===== config.mk =====
export PLATFORM = sky130hd
export DESIGN_NAME = uart_tx
export DESIGN_NICKNAME = d
export VERILOG_FILES = /design/src/rtl/uart_tx.sv
export SDC_FILE = /design/constraint.sdc
export NUM_CORES = 1
export LEC_CHECK = 0
export ABC_AREA = 0
export CAP_MARGIN = 20
export CORE_MARGIN = 2
export CORE_UTILIZATION = 55
export DETAILED_ROUTE_END_ITERATION = 6
export GPL_TIMING_DRIVEN = 0
export HOLD_SLACK_MARGIN = 0.15
export PLACE_DENSITY = 0.78
export RECOVER_POWER = 25
export SLEW_MARGIN = 20
export SYNTH_ARGS = -nofsm -noshare
export SYNTH_HDL_FRONTEND = slang
export SYNTH_SLANG_ARGS = --single-unit

===== constraint.sdc =====
create_clock -name clk -period 2.3 [get_ports clk]
set_clock_uncertainty 0.05 [all_clocks]
set_input_delay 0.69 -clock clk [delete_from_list [all_inputs] [get_ports clk]]
set_output_delay 0.69 -clock clk [all_outputs]
set_load 0.05 [all_outputs]

===== src/rtl/uart_tx.sv =====
// UART transmitter: 8N1 framing, LSB first, registered outputs.
// Optional even parity bit between data and stop when UART_TX_PARITY_EN is defined.
module uart_tx #(
    parameter int   CLKS_PER_BIT = 10416,
    parameter logic IDLE_LEVEL   = 1'b1
) (
    input  logic       clk,
    input  logic       rst,
    input  logic [7:0] tx_data,
    input  logic       tx_valid,
    output logic       tx_ready,
    output logic       tx,
    output logic       tx_busy,
    output logic       tx_done
);

    localparam int CNT_W = $clog2(CLKS_PER_BIT);
    localparam logic [CNT_W-1:0] BAUD_LAST   = CNT_W'(CLKS_PER_BIT - 1);
    localparam logic [CNT_W-1:0] BAUD_PENULT = CNT_W'(CLKS_PER_BIT - 2);

    typedef enum logic [2:0] {
        IDLE,
        START,
        DATA,
`ifdef UART_TX_PARITY_EN
        PARITY,
`endif
        STOP
    } state_t;

    state_t           state;
    logic [CNT_W-1:0] baud_cnt;
    logic [2:0]       bit_idx;
    logic [7:0]       shift_reg;
`ifdef UART_TX_PARITY_EN
    logic             parity_bit;
`endif

    always_ff @(posedge clk or negedge rst) begin
        if (!rst) begin
            state     <= IDLE;
            baud_cnt  <= '0;
            bit_idx   <= '0;
            shift_reg <= '0;
            tx        <= IDLE_LEVEL;
            tx_ready  <= 1'b1;
            tx_busy   <= 1'b0;
            tx_done   <= 1'b0;
`ifdef UART_TX_PARITY_EN
            parity_bit <= 1'b0;
`endif
        end else begin
            tx_done <= 1'b0;
            unique case (state)
                IDLE: begin
                    tx <= IDLE_LEVEL;
                    if (tx_valid) begin
                        shift_reg <= tx_data;
`ifdef UART_TX_PARITY_EN
                        parity_bit <= ^tx_data;
`endif
                        baud_cnt <= '0;
                        bit_idx  <= '0;
                        tx       <= 1'b0;
                        tx_ready <= 1'b0;
                        tx_busy  <= 1'b1;
                        state    <= START;
                    end
                end

                START: begin
                    if (baud_cnt == BAUD_LAST) begin
                        baud_cnt  <= '0;
                        tx        <= shift_reg[0];
                        shift_reg <= shift_reg >> 1;
                        state     <= DATA;
                    end else begin
                        baud_cnt <= baud_cnt + 1'b1;
                    end
                end

                // shift_reg[0] always holds the next bit to go out
                DATA: begin
                    if (baud_cnt == BAUD_LAST) begin
                        baud_cnt <= '0;
                        if (bit_idx == 3'd7) begin
`ifdef UART_TX_PARITY_EN
                            tx    <= parity_bit;
                            state <= PARITY;
`else
                            tx    <= IDLE_LEVEL;
                            state <= STOP;
`endif
                        end else begin
                            bit_idx   <= bit_idx + 1'b1;
                            tx        <= shift_reg[0];
                            shift_reg <= shift_reg >> 1;
                        end
                    end else begin
                        baud_cnt <= baud_cnt + 1'b1;
                    end
                end

`ifdef UART_TX_PARITY_EN
                PARITY: begin
                    if (baud_cnt == BAUD_LAST) begin
                        baud_cnt <= '0;
                        tx       <= IDLE_LEVEL;
                        state    <= STOP;
                    end else begin
                        baud_cnt <= baud_cnt + 1'b1;
                    end
                end
`endif

                // done is registered one cycle early so it lands on the last stop cycle
                STOP: begin
                    tx <= IDLE_LEVEL;
                    if (baud_cnt == BAUD_LAST) begin
                        baud_cnt <= '0;
                        tx_ready <= 1'b1;
                        tx_busy  <= 1'b0;
                        state    <= IDLE;
                    end else begin
                        tx_done  <= (baud_cnt == BAUD_PENULT);
                        baud_cnt <= baud_cnt + 1'b1;
                    end
                end

                default: begin
                    state    <= IDLE;
                    tx       <= IDLE_LEVEL;
                    tx_ready <= 1'b1;
                    tx_busy  <= 1'b0;
                end
            endcase
        end
    end

endmodule

==> Word level (Yosys, flattened, before mapping) <==
Cells that the tools add are included.
W data, S select, Z words.
{ "op_classes": {"add_sub_neg": 2, "eq_ne": 12, "muxes": 31, "n_bitwise": 1, "n_reduce_logical": 12} }
{ "ops": {"columns": ["cell", "n"], "rows": [
  ["$mux W8", 4],
  ["$eq A14 B14 Y1 const B", 2],
  ["$mux W14", 2],
  ["$pmux W14 S2", 1],
  ["$mux W3", 8],
  ["$pmux W8 S3", 1],
  ["$add A14 B1 Y14 const B", 1],
  ["$ne A2 B2 Y1 const B", 6],
  ["$pmux W3 S4", 1],
  ["$mux W1", 10],
  ["$reduce_and A5 Y1", 2],
  ["$pmux W1 S3", 3],
  ["$eq A3 B2 Y1 const B", 2],
  ["$pmux W3 S2", 1],
  ["$reduce_and A2 Y1", 2],
  ["$reduce_and A4 Y1", 1],
  ["$reduce_bool A2 Y1", 2],
  ["$add A3 B1 Y3 const B", 1],
  ["$eq A3 B1 Y1 const B", 1],
  ["$eq A3 B3 Y1 const B", 1],
  ["$logic_not A3 Y1", 1],
  ["$reduce_and A3 Y1", 1],
  ["$reduce_bool A3 Y1", 1],
  ["$reduce_or A3 Y1", 1],
  ["other kinds (2)", 2]
]} }
{ "word_totals": {"register_bits": 32, "inputBits": 11, "output_inout_bits": 4} }

==> Logic depth before layout (Yosys ltp) <==
Gate-level depths: netlist of the first run.
{ "depth": {"depth_word": 4, "depth_mapped": 7, "ltp_nobuf": 6} }

==> Least setup slack after synthesis of the first run <==
No wires, ideal clock.
{ "synth_path": {"path_kind": "flip-flop to flip-flop", "start": "register state[0]", "end": "register shift_reg[0]", "arrival_time_ns": 1.850, "slack_ns": 0.276, "stages_incl_launch_ff": 8, "cell_sequence": "dfrtp_1 > inv_1 > ha_1 > clkbuf_1 > nand2b_1 > nand2_1 > a211oi_4 > mux2_2"} }
{ "synth_between": {"elab_chain_cells": 3} }
{ "synth_rtl": {"columns": ["item", "line_no", "source"], "rows": [
  ["from (decl)", "31", "state_t state;"],
  ["from (signal assigned)", "41", "state <= IDLE;"],
  ["from (signal assigned)", "67", "state <= START;"],
  ["from (signal assigned)", "76", "state <= DATA;"],
  ["$eq A3 B2 Y1 (tied with other cells)", "54", "unique case (state)"],
  ["$ne A2 B2 Y1 (no source line) / $reduce_bool A3 Y1 (equally long branches)", null, null],
  ["$reduce_and A5 Y1 (no source line)", null, null],
  ["to (signal assigned)", "58", "shift_reg <= tx_data;"],
  ["to (signal assigned)", "75", "shift_reg <= shift_reg >> 1;"],
  ["to (signal assigned)", "97", "shift_reg <= shift_reg >> 1;"],
  ["to (decl)", "34", "logic [7:0] shift_reg;"]
]} }
Parallel ways exist; a longest one is shown, timed or not.
A chain may end at the register's enable or synchronous reset.

==> Worst setup path in the final report of the first run <==
{ "layout_path": {"start": "register tx_busy", "end": "output port tx_busy"} }
{ "layout_lines": {"columns": ["item", "line_no", "source"], "rows": [
  ["from (decl)", "13", "output logic tx_busy,"],
  ["from (signal assigned)", "47", "tx_busy <= 1'b0;"],
  ["from (signal assigned)", "66", "tx_busy <= 1'b1;"],
  ["from (signal assigned)", "122", "tx_busy <= 1'b0;"]
]} }
No word-level cell between the ends.

==> summary.md, run 1 <==
Post-route fraction of the period consumed by the critical path: 0.976. The fraction of the yosys area taken by sequential cells is 0.433. The register with the most flip-flops in the layout has 14 of them. The starting utilization of the core area was 0.583; the net count after synthesis was 196. After the first detailed-routing iteration, the DRC count stood at 89.

Before CTS, the worst setup slack after placement is -0.390 ns. The worst setup path is of the flip-flop to primary output kind. dfrtp_1 is the most common cell in the netlist.

Synthesis produced 176 cells. The tree is rooted in a clkbuf_4. The worst setup path is launched from a flip-flop. The achievable frequency was 0.446 GHz; the detail-routed net length per standard cell was 14.2 um. The area share of the largest cell type after synthesis came out at 0.404. The average via count per standard cell was 5.59. Count of buffers from port buffering: 14. The final non-filler cell total came out at 243. The tools report the global-route usage over all layers as 0.216. The worst setup path is captured at a primary output. The library cell contributing the largest single delay on the critical path is clkdlybuf4s50_1.

In this run the static leakage power is 0.908 nW. Ranked by instance count, the synthesized netlist is headed by dfrtp_1 (29), nand2_1 (21), o21ai_0 (17). The number of flops mapped to enable cells by yosys is 0. Summed over all nets, the half-perimeter wirelength after detailed placement is 2400 um. The overall die width was 61.1 um; the share of final-layout standard cells stronger than drive strength 1 was 0.211. For the initial antenna violation count, the log shows 0.

The tightest hold path in the finished design has a slack of 0.442 ns. The synthesized area is 0.00180 mm2, and the die area is 0.00374 mm2. TritonCTS built the clock tree. The signal on the critical path passes through clkdlybuf4s50_1. The number of fill cells is 259.

The worst hold path class is flip-flop to flip-flop. In this run the core area contains 20 standard-cell rows. The top-level I/O count was 15. The number of max-slew violations in the final report came out at 32. Counting I/O delays and the setup requirement, the final critical path takes 2.24 ns.

For this run, design rule violations remaining after detail routing come to 0. The checks that failed: max-capacitance violations, max-slew violations. The later pin in the worst-skew pair is clocked with a latency of 0.34 ns.

The headroom to the max-slew limit came out at -0.102. The area growth from synthesis to layout is 16.6%. Clock-pin slew was measured on the worst setup and hold paths at 0.10 ns.

The number of hold violations in the final report came out at 0. Yosys attributes the largest share of cell area to dfrtp_1 (40%), mux2_2 (10%), ha_1 (6.3%). Setup repair after global routing left no endpoint under its margin.

The maximum level of the CTS H-tree is 2, and the maximum vdd ir drop is 639 uV. The clock sink total was 31. Data on the critical path arrives at its endpoint at 1.50 ns. Setup violations remaining at the end of the flow were counted as 0. For the setup TNS, the log shows 0 ns. The flow ran to the end, but the final reports show violations. For this run, the number of Yosys warnings is 0. The logs give 1308 for the via count of the first global-routing pass and 0.919 for the final weighted congestion of routability-driven global placement.

Hold repair after CTS inserted 0 buffers. In this run, synthesis produced a sequential element count of 31. For this run, the leading register cell type out of synthesis is dfrtp_1.

After detailed routing, the total wire length is 3460 um. The clock passes through at most 2 buffers. Entering global routing, the biggest net connects 32 pins. Yosys mapped the design onto 41 distinct sky130hd cell types. After the last flow step, the layout net total stands at 218.

The power per cell area was 493 mW/mm2; the maximum single-stage delay on the critical path was 0.81 ns. The total power draw is 1.03 mW, and the number of max-cap violations is 1. Including well taps, the total number of placed cells is 234. Once detail routing completed, the nets flagged for antenna violations numbered 0.

Along the worst path, the maximum fanout reaches 2. Broken down by cell family, the worst path's largest delay share belongs to buffers and inverters. The routed layout has 1358 vias. The library cell with the largest summed area after synthesis is dfrtp_1.

The number of buffers added by the clock tree synthesis step was 5. For the pin with the worst max-slew slack, the measured transition is 1.65 ns. At the worst endpoint, the required time is 1.56 ns. In the post-route analysis, the smallest setup slack over all paths is 0.0555 ns.

The number of antenna diodes in the final layout is 0. The first detailed-routing pass took 4 iterations. For this run the aggregate overflow at the end of global routing stands at 0. The number of buffers and inverters on the critical path is 1, and the async set or reset register ratio after synthesis is 1.00. The total core area is 0.00308 mm2, and the first-pass GRT wire length is 5870 um.

After synthesis, the mean cell area works out to 10.2 um2. The floorplan step set the die height to 61.1 um.
## worst register-to-register path, delay by kind of cell, from the launching register on
| kind | cells | cell delay [ns] |
|---|---|---|
| AOI/OAI and AO/OA | 1 | 0.33 |
| adders and majority gates | 1 | 0.25 |
| buffers and inverters | 2 | 0.28 |
| DFF | 1 | 0.43 |
| muxes | 1 | 0.33 |
| and+or+nand+nor | 2 | 0.39 |
## power breakdown
| part | switching (mW) | internal [mW] |
|---|---|---|
| sequential | 0 | 0.545 |
| combinational | 0.0131 | 0.0144 |
| clock | 0.202 | 0.257 |
| total | 0.215 | 0.816 |
## final timing paths
path                       cells after the start           end  slack [ns]         start
max                                            1       tx_busy        0.06       tx_busy
min                                            2            tx        0.44  shift_reg[0]
max reg2reg                                    7  shift_reg[0]        0.14   baud_cnt[0]
min reg2reg                                    2            tx        0.44  shift_reg[0]
max in group asynchronous                      1  baud_cnt[11]        0.53           rst
min in group asynchronous                      1   baud_cnt[0]        0.70           rst
## kinds of logic after synthesis
| kind of cell | Yosys count | synth area share |
|---|---|---|
| mux | 17 | 0.106 |
| xor+xnor | 3 | 0.0146 |
| simple gates | 58 | 0.175 |
| compound gates | 42 | 0.154 |
| buf+inv | 16 | 0.0544 |
| flops | 31 | 0.433 |
| fa+ha+maj | 9 | 0.0627 |
## layout by cell type, fill, tap and decap left out, types with 2 or more instances in the layout
cell / count
inv_1: 10
nand2_1: 21
a32oi_1: 3
dfstp_2: 2
xor2_1: 2
mux2_2: 16
o311ai_0: 2
clkbuf_4: 5
clkbuf_1: 4
a31oi_1: 4
o21ai_0: 17
a21oi_1: 6
clkdlybuf4s50_1: 11
o211ai_1: 3
and4bb_2: 2
dlygate4sd2_1: 2
nor3_1: 3
or2_2: 3
nand4_1: 2
ha_1: 9
or3_1: 2
nor2_1: 6
dfrtp_1: 29
nand3_1: 9
## stage by stage
| step | area [um2] | utilization |
|---|---|---|
| floorplan | 1800 | - |
| global placement | 1990 | 0.647 |
| detailed placement | 1990 | 0.645 |
| CTS | 2090 | 0.679 |
| global route | 2090 | 0.680 |
| finish | 2090 | 0.680 |
## final cells by class
cell class	count	area (um2)	area share
buffer	6	60.1	0.0287
clock buffer	6	51.3	0.0245
clock inverter	2	35.0	0.0167
inverter	10	37.5	0.0179
multi-input combinational	129	925	0.442
sequential	31	778	0.372
tap	44	55.1	0.0263
timing repair buffer	15	151	0.0723
## repair_timing
item                       CTS  global route
buffers inserted             1             0
setup endpoints to repair   10            13
gates cloned                 0             0
pin swaps                    1             0
resized for setup            2             2
## layer usage
layer  vias up  track usage  share of wire
li1        679            -              -
met1       650        0.258           0.44
met2        22        0.371           0.51
met3         7       0.0609          0.032
met4         0       0.0776          0.015
met5         -            0              0
Note: power is estimated with default switching activity, not from simulation.
==> run 2: changes to the inputs <==
--- a/config.mk
+++ b/config.mk
@@ -10,10 +10,13 @@
 export CORE_MARGIN = 2
 export CORE_UTILIZATION = 55
 export DETAILED_ROUTE_END_ITERATION = 6
+export DONT_BUFFER_PORTS = 1
 export GPL_TIMING_DRIVEN = 0
 export HOLD_SLACK_MARGIN = 0.15
-export PLACE_DENSITY = 0.78
+export MAX_ROUTING_LAYER = met4
+export PLACE_DENSITY = 0.72
 export RECOVER_POWER = 25
+export REMOVE_ABC_BUFFERS = 1
 export SLEW_MARGIN = 20
 export SYNTH_ARGS = -nofsm -noshare
 export SYNTH_HDL_FRONTEND = slang
==> run 2 against run 1 <==
  * The flow now finishes without violations
  * Clock-buffer cell count rose by 2
  * Worst hold slack improved by 0.0074 ns
  * Fmax rose by 4.7%
  * Critical path type is now flip-flop to flip-flop
  * Total power fell by 10%
  * Routed wire length fell by 2.9%
  * Utilization fell by 6.2 points
  * Largest power group unchanged
  * Clock power fell by 20%
  * Combinational power fell by 51%
==> summary.md, run 2 (synthesis results as in run 1) <==
Clock transition at the registers of the reported paths: 0.09 ns (was 0.10 ns). The post-route fraction of the period consumed by the critical path is 0.932 (was 0.976). The number of hold violations in the final report was 0 (unchanged); the clock sink total was 31 (unchanged). First-pass iteration count of the detailed router: 4 (unchanged).

The final weighted congestion of routability-driven global placement is 0.895 (was 0.919). The number of stages on the worst hold path is 2 (unchanged). The run gives 259 (unchanged) as the number of fill cells. The logs give 1354 (was 1358) for the detailed-route via count and 0.583 (unchanged) for the starting utilization of the core area. Share of the core filled with cells in the final layout: 0.618 (was 0.680). The hold path startpoint was shift_reg[0] (unchanged). The run gives 20 (unchanged) as the number of core rows. The kind of critical path is flip-flop to flip-flop (was flip-flop to primary output).

The DRC violation count after routing was 0 (unchanged). Endpoint of the most critical register-to-register path: shift_reg[1] (was shift_reg[0]). The tools report the die area as 0.00374 mm2 (unchanged).

The headroom to the max-slew limit is 0.471 (was -0.102), and the depth of the worst register-to-register path is 6 (was 7). The logs give 0.467 GHz (was 0.446 GHz) for the achievable frequency and 0 (unchanged) for the residual antenna-violating net count after detailed routing. For the number of buffers added by the clock tree synthesis step, the log shows 5 (unchanged).

The remaining global-route overflow is 0 (unchanged). The vertical extent of the die came out at 61.1 um (unchanged). The tools report the endpoint type of the worst setup path as a flip-flop (was a primary output). The maximum vdd ir drop was 345 uV (was 639 uV). The final routed wirelength across all metal layers is 3360 um (was 3460 um), and the detail-routed net length per standard cell is 14.9 um (was 14.2 um). Worst hold path class: flip-flop to flip-flop (unchanged). The library cell used as clock root buffer was clkbuf_4 (unchanged).

The required arrival time at the worst endpoint came out at 2.48 ns (was 1.56 ns). The share of final-layout standard cells stronger than drive strength 1 was 0.215 (was 0.211). The clock period minus final worst setup slack came out at 2.14 ns (was 2.24 ns).

The commonest non-fill, non-tap cell in the layout is dfrtp_1 (unchanged). For the initial antenna violation count, the log shows 0 (unchanged). For the final hold slack, the log shows 0.450 ns (was 0.442 ns). Most frequent cells in the layout: dfrtp_1 (29), nand2_1 (21), o21ai_0 (17) (unchanged).

The logs give 2290 um (was 2400 um) for the half-perimeter wire length of the detailed placement result and 0 (was 32) for the number of max-slew violations in the final report. Count of buffers from port buffering: 0 (was 14). The flow ran to the end, and the final reports show no timing, DRC or antenna violations. The number of antenna diodes was 0 (unchanged). TritonCTS built the clock tree. The register-to-register setup slack came out at 0.16 ns (was 0.14 ns). The maximum fanout encountered on the critical timing path is 10 (was 2).

First-pass GRT wire length: 5540 um (was 5870 um). The endpoint with the worst hold slack is tx (unchanged). Maximum buffer depth of the clock tree: 2 (unchanged). The total core area was 0.00308 mm2 (unchanged).

The tools report the layout net count as 200 (was 218). The tools report the number of max-cap violations as 0 (was 1). The global-route usage over all layers came out at 0.211 (was 0.216). The total power draw came out at 0.926 mW (was 1.03 mW). The maximum level of the CTS H-tree is 2 (unchanged), and the average via count per standard cell is 6.02 (was 5.59). The overall die width was 61.1 um (unchanged); the top-level I/O count was 15 (unchanged).

The post-synthesis to final-layout area growth is 5.99% (was 16.6%). The data arrival time at the worst-slack endpoint was 2.32 ns (was 1.50 ns). The cell leakage power is 0.824 nW (was 0.908 nW). The number of flip-flops in the largest register is 14 (unchanged). Maximum number of pins on one net before global-route repair: 32 (unchanged). The tools report the critical register-to-register path startpoint as baud_cnt[0] (unchanged). The kind of start point of the critical path was a flip-flop (unchanged). The transition at the pin with the smallest max-transition slack works out to 0.793 ns (was 1.65 ns). The power per cell area works out to 487 mW/mm2 (was 493 mW/mm2). The clock latency on the worst-skew pair came out at 0.34 ns (about the same).

The run gives 1298 (was 1308) as the via count of the first global-routing pass. Setup TNS: 0 ns (unchanged). The number of failing setup endpoints in the final timing report is 0 (unchanged), and the starting DRC count in detailed routing is 72 (was 89). Setup repair after global routing left no endpoint under its margin.
run 2: changes by cell type in the layout (fill, tap and decap cells not counted), sizes merged:
cell | before | now
bufbuf | 1 | 0
buf | 3 | 1
clkbuf | 10 | 9
dlygate4sd3 | 0 | 1
bufinv | 1 | 0
dlygate4sd2 | 2 | 0
clkdlybuf4s50 | 11 | 0
clkinv | 1 | 0
run 2: worst max path at each step:
| stage | from | cells past startpoint | endpoint | slack (ns) |
|---|---|---|---|---|
| floorplan | baud_cnt[0] | 5 | shift_reg[0] | 0.28 |
| global placement | baud_cnt[0] | 5 | shift_reg[6] | 0.08 |
| detailed placement | baud_cnt[0] | 5 | baud_cnt[9] | 0.03 |
| CTS | baud_cnt[0] | 5 | baud_cnt[9] | 0.006 |
| global route | baud_cnt[0] | 6 | shift_reg[6] | 0.03 |
| finish | baud_cnt[0] | 6 | shift_reg[1] | 0.16 |
run 2: area by class of cell:
class / instances / area, um2 / share of cell area
Multi-Input combinational cell: 129 / 928 / 0.488
Sequential cell: 31 / 778 / 0.409
Clock buffer: 8 / 68.8 / 0.0362
Tap cell: 44 / 55.1 / 0.0289
Inverter: 10 / 37.5 / 0.0197
Timing Repair Buffer: 3 / 35.0 / 0.0184
run 2: power by group:
| part | internal (mW) | switching (mW) |
|---|---|---|
| Sequential | 0.545 | 0 |
| Combinational | 0.00247 | 0.0111 |
| Clock | 0.180 | 0.188 |
run 2: routing by layer:
metal	up-vias	routed length (um)	global-route usage
met4	0	65	0.124
met1	664	1440	0.227
li1	641	-	-
met5	-	0	-
met3	8	169	0.0525
met2	41	1690	0.351
run 2: what timing repair did:
item / in CTS / in global routing
setup buffers: 1 / 0
setup endpoints to repair: 2 / 8
gates resized for setup: 0 / 2
endpoints found under the hold margin: 31 / 0
gates cloned: 0 / 0
hold buffers: 2 / 0
pin swaps: 1 / 0
run 2: worst max-delay path, cell delays in order (launching register included):
cell	delay, ns
dfrtp_1	0.41
ha_1	0.25
and3_2	0.28
nand4_4	0.21
a211oi_4	0.33
buf_12	0.16
mux2_2	0.33
run 2: through the flow:
step / instances / setup WS, ns / area, um2
3_5_place_dp: 214 / 0.0254 / 1790
6_report: 225 / 0.157 / 1900
5_1_grt: 225 / 0.0265 / 1900
4_1_cts: 225 / 0.00588 / 1910
3_3_place_gp: 214 / 0.0792 / 1790
2_1_floorplan: 170 / 0.281 / 1740
